==> src/rtl/huffman_pkg.sv <==
// huffman_pkg: decoder state encoding and shared width helpers for the
// Huffman stream decoder and its verification interface.
package huffman_pkg;
  typedef enum logic [1:0] {FETCH, DECODE, EMIT} dec_state_t;
  localparam int DEF_IN_W = 8;
  localparam int DEF_SYM_W = 8;
  localparam int DEF_MAX_LEN = 8;
  function automatic int code_w(input int max_len);
    return max_len + 1;
  endfunction
endpackage

==> src/rtl/huffman_stream_dec_if.sv <==
// huffman_stream_dec_if: input word stream, symbol stream, status and table-write
// signals of the Huffman stream decoder.
interface huffman_stream_dec_if import huffman_pkg::*; #(
  parameter int IN_W = DEF_IN_W,
  parameter int SYM_W = DEF_SYM_W,
  parameter int MAX_LEN = DEF_MAX_LEN,
  parameter int NSYM = 2**SYM_W
);
  localparam int CA_W = $clog2(MAX_LEN + 1);
  localparam int CNT_W = $clog2(NSYM + 1);
  localparam int SA_W = $clog2(NSYM);
  logic in_valid, in_ready, out_valid, out_ready, err, busy, cnt_we, sym_we;
  logic [IN_W-1:0] in_data;
  logic [SYM_W-1:0] out_sym, sym_data;
  logic [CA_W-1:0] cnt_addr;
  logic [CNT_W-1:0] cnt_data;
  logic [SA_W-1:0] sym_addr;
  modport master (
    output in_valid, in_data, out_ready, cnt_we, cnt_addr, cnt_data, sym_we, sym_addr, sym_data,
    input in_ready, out_valid, out_sym, err, busy
  );
  modport slave (
    input in_valid, in_data, out_ready, cnt_we, cnt_addr, cnt_data, sym_we, sym_addr, sym_data,
    output in_ready, out_valid, out_sym, err, busy
  );
endinterface

==> src/rtl/huffman_bit_unpacker.sv <==
// huffman_bit_unpacker: holds one input word and presents its bits MSB first,
// one per take_bit strobe; accepts a new word only while the decoder fetches.
module huffman_bit_unpacker #(
  parameter int IN_W = 8
) (
  input  logic            clk,
  input  logic            reset,
  input  logic            fetch,
  input  logic            in_valid,
  input  logic [IN_W-1:0] in_data,
  input  logic            take_bit,
  output logic            in_ready,
  output logic            cur_bit,
  output logic            last,
  output logic            empty
);
  localparam int BC_W = $clog2(IN_W + 1);
  logic [IN_W-1:0] sr;
  logic [BC_W-1:0] bc;
  assign in_ready = fetch;
  assign cur_bit = sr[IN_W-1];
  assign last = bc == BC_W'(1);
  assign empty = bc == '0;
  always_ff @(posedge clk or posedge reset)
    if (reset) begin
      sr <= '0;
      bc <= '0;
    end else if (in_valid && in_ready) begin
      sr <= in_data;
      bc <= BC_W'(IN_W);
    end else if (take_bit) begin
      sr <= sr << 1;
      bc <= bc - 1'b1;
    end
endmodule

==> src/rtl/huffman_stream_dec.sv <==
// huffman_stream_dec: streaming canonical-Huffman decoder, one code bit per cycle
// against runtime-loaded per-length counts and a canonical-order symbol table.
module huffman_stream_dec import huffman_pkg::*; #(
  parameter int IN_W = DEF_IN_W,
  parameter int SYM_W = DEF_SYM_W,
  parameter int MAX_LEN = DEF_MAX_LEN,
  parameter int NSYM = 2**SYM_W
) (
  input logic clk,
  input logic reset,
  huffman_stream_dec_if.slave bus
);
  localparam int CW = code_w(MAX_LEN);
  localparam int CA_W = $clog2(MAX_LEN + 1);
  localparam int CNT_W = $clog2(NSYM + 1);
  localparam int SA_W = $clog2(NSYM);
  dec_state_t state, state_n;
  logic [CNT_W-1:0] cnt [MAX_LEN+1];
  logic [SYM_W-1:0] sym [NSYM];
  logic [CW-1:0] code, first, index, code_b, c, off;
  logic [CA_W-1:0] len, len_b;
  logic [SYM_W-1:0] out_sym;
  logic take_bit, cur_bit, last, empty, hit, give_up, busy, err;
  huffman_bit_unpacker #(.IN_W(IN_W)) u_unpack (
    .clk(clk), .reset(reset), .fetch(state == FETCH), .in_valid(bus.in_valid),
    .in_data(bus.in_data), .take_bit(take_bit), .in_ready(bus.in_ready),
    .cur_bit(cur_bit), .last(last), .empty(empty)
  );
  assign busy = state != FETCH || len != '0;
  assign bus.busy = busy;
  assign bus.out_valid = state == EMIT;
  assign bus.out_sym = out_sym;
  assign bus.err = err;
  always_comb begin
    code_b = code | CW'(cur_bit);
    len_b = len + 1'b1;
    c = CW'(cnt[len_b]);
    off = code_b - first;
    hit = code_b >= first && off < c;
    give_up = !hit && len_b == CA_W'(MAX_LEN);
    take_bit = state == DECODE;
    state_n = state;
    case (state)
      FETCH:   state_n = bus.in_valid ? DECODE : FETCH;
      DECODE:  state_n = hit ? EMIT : (last ? FETCH : DECODE);
      default: state_n = !bus.out_ready ? EMIT : (empty ? FETCH : DECODE);
    endcase
  end
  // Code state survives FETCH so a code may straddle input words.
  always_ff @(posedge clk or posedge reset)
    if (reset) begin
      state <= FETCH;
      code <= '0;
      first <= '0;
      index <= '0;
      len <= '0;
      out_sym <= '0;
      err <= 1'b0;
    end else begin
      state <= state_n;
      err <= take_bit && give_up;
      if (take_bit) begin
        if (hit || give_up) begin
          code <= '0;
          first <= '0;
          index <= '0;
          len <= '0;
        end else begin
          code <= code_b << 1;
          first <= (first + c) << 1;
          index <= index + c;
          len <= len_b;
        end
        if (hit) out_sym <= sym[SA_W'(index + off)];
      end
    end
  always_ff @(posedge clk or posedge reset)
    if (reset) begin
      for (int i = 0; i <= MAX_LEN; i++) cnt[i] <= '0;
      for (int i = 0; i < NSYM; i++) sym[i] <= '0;
    end else if (!busy) begin
      if (bus.cnt_we && bus.cnt_addr <= CA_W'(MAX_LEN)) cnt[bus.cnt_addr] <= bus.cnt_data;
      if (bus.sym_we) sym[bus.sym_addr] <= bus.sym_data;
    end
endmodule

==> src/flat_wrapper.sv <==
// flat-port wrapper written by rule: the top's interface ports become plain ports
module huffman_stream_dec_flat import huffman_pkg::*;
#(
  parameter int IN_W = DEF_IN_W,
  parameter int SYM_W = DEF_SYM_W,
  parameter int MAX_LEN = DEF_MAX_LEN,
  parameter int NSYM = 2**SYM_W
)
  (clk, reset, bus_in_valid, bus_in_data, bus_out_ready, bus_cnt_we, bus_cnt_addr, bus_cnt_data, bus_sym_we, bus_sym_addr, bus_sym_data, bus_in_ready, bus_out_valid, bus_out_sym, bus_err, bus_busy);
  huffman_stream_dec_if #(.IN_W(IN_W), .SYM_W(SYM_W), .MAX_LEN(MAX_LEN), .NSYM(NSYM)) bus_i ();
  input logic clk;
  input logic reset;
  input wire logic [$bits(bus_i.in_valid)-1:0] bus_in_valid;
  input wire logic [$bits(bus_i.in_data)-1:0] bus_in_data;
  input wire logic [$bits(bus_i.out_ready)-1:0] bus_out_ready;
  input wire logic [$bits(bus_i.cnt_we)-1:0] bus_cnt_we;
  input wire logic [$bits(bus_i.cnt_addr)-1:0] bus_cnt_addr;
  input wire logic [$bits(bus_i.cnt_data)-1:0] bus_cnt_data;
  input wire logic [$bits(bus_i.sym_we)-1:0] bus_sym_we;
  input wire logic [$bits(bus_i.sym_addr)-1:0] bus_sym_addr;
  input wire logic [$bits(bus_i.sym_data)-1:0] bus_sym_data;
  output wire logic [$bits(bus_i.in_ready)-1:0] bus_in_ready;
  output wire logic [$bits(bus_i.out_valid)-1:0] bus_out_valid;
  output wire logic [$bits(bus_i.out_sym)-1:0] bus_out_sym;
  output wire logic [$bits(bus_i.err)-1:0] bus_err;
  output wire logic [$bits(bus_i.busy)-1:0] bus_busy;
  assign bus_i.in_valid = bus_in_valid;
  assign bus_i.in_data = bus_in_data;
  assign bus_i.out_ready = bus_out_ready;
  assign bus_i.cnt_we = bus_cnt_we;
  assign bus_i.cnt_addr = bus_cnt_addr;
  assign bus_i.cnt_data = bus_cnt_data;
  assign bus_i.sym_we = bus_sym_we;
  assign bus_i.sym_addr = bus_sym_addr;
  assign bus_i.sym_data = bus_sym_data;
  assign bus_in_ready = bus_i.in_ready;
  assign bus_out_valid = bus_i.out_valid;
  assign bus_out_sym = bus_i.out_sym;
  assign bus_err = bus_i.err;
  assign bus_busy = bus_i.busy;
  huffman_stream_dec #(.IN_W(IN_W), .SYM_W(SYM_W), .MAX_LEN(MAX_LEN), .NSYM(NSYM)) u_core (.clk(clk), .reset(reset), .bus(bus_i));
endmodule
==> config.mk <==
export PLATFORM = sky130hd
export DESIGN_NAME = huffman_stream_dec_flat
export DESIGN_NICKNAME = d
export VERILOG_FILES = /design/src/rtl/huffman_pkg.sv /design/src/rtl/huffman_stream_dec_if.sv /design/src/rtl/huffman_bit_unpacker.sv /design/src/rtl/huffman_stream_dec.sv /design/src/flat_wrapper.sv
export SDC_FILE = /design/constraint.sdc
export NUM_CORES = 2
export LEC_CHECK = 0
export CAP_MARGIN = 25
export CORE_MARGIN = 4
export CORE_UTILIZATION = 57
export DETAILED_ROUTE_END_ITERATION = 10
export GPL_TIMING_DRIVEN = 0
export PLACE_DENSITY = 0.76
export SYNTH_ARGS = -nofsm -noshare
export SYNTH_HDL_FRONTEND = slang
export SYNTH_SLANG_ARGS = --single-unit
==> constraint.sdc <==
create_clock -name clk -period 68.8 [get_ports clk]
set_input_delay 10.32 -clock clk [delete_from_list [all_inputs] [get_ports clk]]
set_output_delay 10.32 -clock clk [all_outputs]
set_load 0.02 [all_outputs]
==> results_dict.tcl <==
set metrics [dict create \
    die_w_um 429 \
    drc 0 \
    final_core_util 0.647 \
    drt_first_pass_iters 6 \
    vias 65200 \
    floorplan.initialDensity 0.573 \
    io_buffers 44 \
    fmax_mhz 73.9 \
    setup.worst_path.start "u_core.len[0]" \
    clkTransAtPathRegs_ns 0.06 \
    io_pins 55 \
    cts_tree "built" \
    maxCapViolations 0 \
    avgSynthCellArea_um2 15.6 \
    drt-total-wl_um 352000 \
    powerDensity_mw_per_mm2 44.3 \
    hold_buffers 0 \
    grt_antenna_before_repair 32 \
    slew_headroom 0.168 \
    peakVddDrop_mv 0.110 \
    yosys_warnings 0 \
    synth_enable_flop_cells 0 \
    leakagePower_nw 53.9 \
    cts.repair.resized 0 \
    avgRoutedWirePerCell_um 37.6 \
    ctsHtreeMaxLevel 4 \
    maxSlewViolCount 0 \
    cp-end-kind "output pin" \
    viasPerCell 6.96 \
    syn2layout_area_growth_pct 12.9 \
    die_h_um 429 \
    cts_setup_buffers 0 \
    worstSetupPathType "reg -> out" \
    die-area_mm2 0.184 \
    ant_nets 0 \
    core_mm2 0.176 \
    synth_ff_type "dfrtp_1" \
    grt_pass1_vias 66300 \
    yosysTopAreaCell "dfrtp_1" \
    synth-seq-area-share 0.541 \
    num_rows 154 \
    worstMarginPinSlew_ns 1.25 \
    rsz0062_at_grt "false" \
    reg2reg_setup_slack_ns 62.70 \
    synth_seq_cells 2180 \
    synth.area.top_cells "dfrtp_1 (54%), mux2_2 (23%), mux4_2 (14%), clkbuf_1 (1.2%), mux2_1 (0.89%)" \
    drive_above_1_share 0.488 \
    cts_buffers 219 \
    ys_async_sr_fraction 1.00 \
    syn_area_mm2 0.101 \
    drt_first_iter_violations 8157 \
    grt_pass1_wl_um 496000 \
    dp_hpwl_um 251000 \
    syn_inst 6452 \
    worstSetupStartpointType "flop" \
    setup_tns_ns 0 \
    place_congestion 1.03 \
    synth_top_area_share 0.541 \
    ys_types 79 \
    grt-ovfl-total 0 \
    skew_ns 0.0584 \
    worstHoldStart "u_core.u_unpack.sr[3]" \
    setup_viol 0 \
    status "finished, final reports clean" \
    synth_nets 6540 \
    clock_path_buffers 3 \
    worstPathArrival_ns 3.22 \
    insertion_delay_ns 0.91 \
    rr_startpoint "u_core.len[0]" \
    layout_min_cycle_time_ns 13.54 \
    clock-root-buffer "clkbuf_16" \
    layoutNonFillerInstCount 9371 \
    grt_max_degree 47 \
    hp-class "reg -> reg" \
    fin_crit_sh 0.197 \
    cp.required_ns 58.48 \
    clock_sinks 2180 \
    dp.cells 8943 \
    grt.total_usage 0.383 \
    finalHoldViolCount 0 \
    layout.nets 6919 \
    cp_max_fo 10 \
]
-- cells by family after synthesis --
family,synth area share
multiplexers,0.379
AO/OA/AOI/OAI,0.0199
AND/OR/NAND/NOR,0.0310
adder cells (fa/ha/maj),0.00588
XOR/XNOR,0.00293
flip-flops,0.541
buffers and inverters,0.0210
-- metrics by stage --
step                hold slack [ns]  total power [mW]  setup WS (ns)  area, µm²
finish                        0.481              5.05          55.26     114000
global route                  0.506              5.07          55.09     114000
CTS                           0.481              4.90          54.52     114000
detailed placement            0.468              3.67          54.62     106000
global placement              0.466              3.57          17.52     104000
floorplan                     0.447              2.49          28.20     101000
-- layout make-up --
class | count | area [µm²]
sequential | 2180 | 54600
buffer | 465 | 2040
tap | 2340 | 2930
clock buffer | 325 | 6390
clock inverter | 71 | 1060
fill | 12400 | 62200
timing repair buffer | 158 | 2530
multi-input combinational | 3775 | 44300
antenna | 25 | 62.6
inverter | 32 | 124
-- Yosys cell counts, drive strengths merged (12+ instances only) --
library cell / number
nor2: 252
nand3: 61
a21o: 13
a21oi: 48
mux2i: 37
nand4: 18
inv: 32
nand2: 230
xnor2: 16
ha: 41
a311oi: 24
dfrtp: 2180
o21ai: 45
a211oi: 33
a31oi: 12
a22o: 16
buf: 141
mux2: 2130
clkbuf: 324
and3: 29
nor3: 17
xor2: 13
mux4: 615
-- final timing paths --
kind / depth (start not counted) / endpoint
max: 7 / bus_busy
min: 2 / u_core.u_unpack.sr[3]
max reg2reg: 19 / u_core.bus.out_sym[0]
min reg2reg: 2 / u_core.u_unpack.sr[3]
max in group asynchronous: 12 / u_core.sym[925]
min in group asynchronous: 2 / u_core.sym[8]
-- routing by layer --
metal  track usage  vias to the layer above  share of wire
met5        0.0143                        -         0.0020
met3         0.166                     1219           0.13
met4         0.273                       30          0.090
met1         0.481                    34800           0.36
met2         0.532                     4240           0.42
li1              -                    24900              -
-- cells in the final DEF (no fill, tap or decap), types with 10 or more instances in the layout --
cell,n
a311oi_1,23
a22o_1,16
a211oi_1,29
buf_6,14
clkbuf_16,219
o21ai_0,29
buf_1,16
a21o_1,13
buf_8,37
mux4_2,615
xor2_1,11
clkbuf_2,25
mux2i_1,37
ha_1,41
buf_2,96
diode_2,25
a21oi_1,48
mux2_1,80
buf_16,10
clkinv_2,31
o21ai_1,16
clkbuf_8,51
buf_12,59
nor2_1,130
nor2_2,121
inv_1,31
and3_1,29
a31oi_1,12
mux2_2,2050
nand2_1,228
nand3_1,61
buf_4,23
nand4_1,18
xnor2_1,16
clkdlybuf4s50_1,44
bufinv_16,19
clkbuf_1,354
dfrtp_1,2180
-- flip-flops by register name, indices dropped and copies added, names as in the netlist --
signal and flops:
u_core.bus.out_sym 8, u_core.sym 2048, u_core.index 8, u_core.u_unpack.bc 4, u_core.state 2, u_core.first 8, u_core.u_unpack.sr 8, u_core.code 8
u_core.len 4, u_core.cnt 81, u_core.bus.err 1
-- report_power, final --
part | switching (mW) | internal (mW)
sequential | 0.0391 | 1.34
combinational | 1.76 | 0.661
clock | 0.530 | 0.714
-- critical path, stage by stage, from the launching register on --
cell and delay (ns):
dfrtp_1 0.45, buf_4 0.29, buf_1 0.20, inv_1 0.09, ha_1 0.20, and3_1 0.37
inv_1 0.12, clkdlybuf4s50_1 0.61
Power figures use the tool's default switching activity.
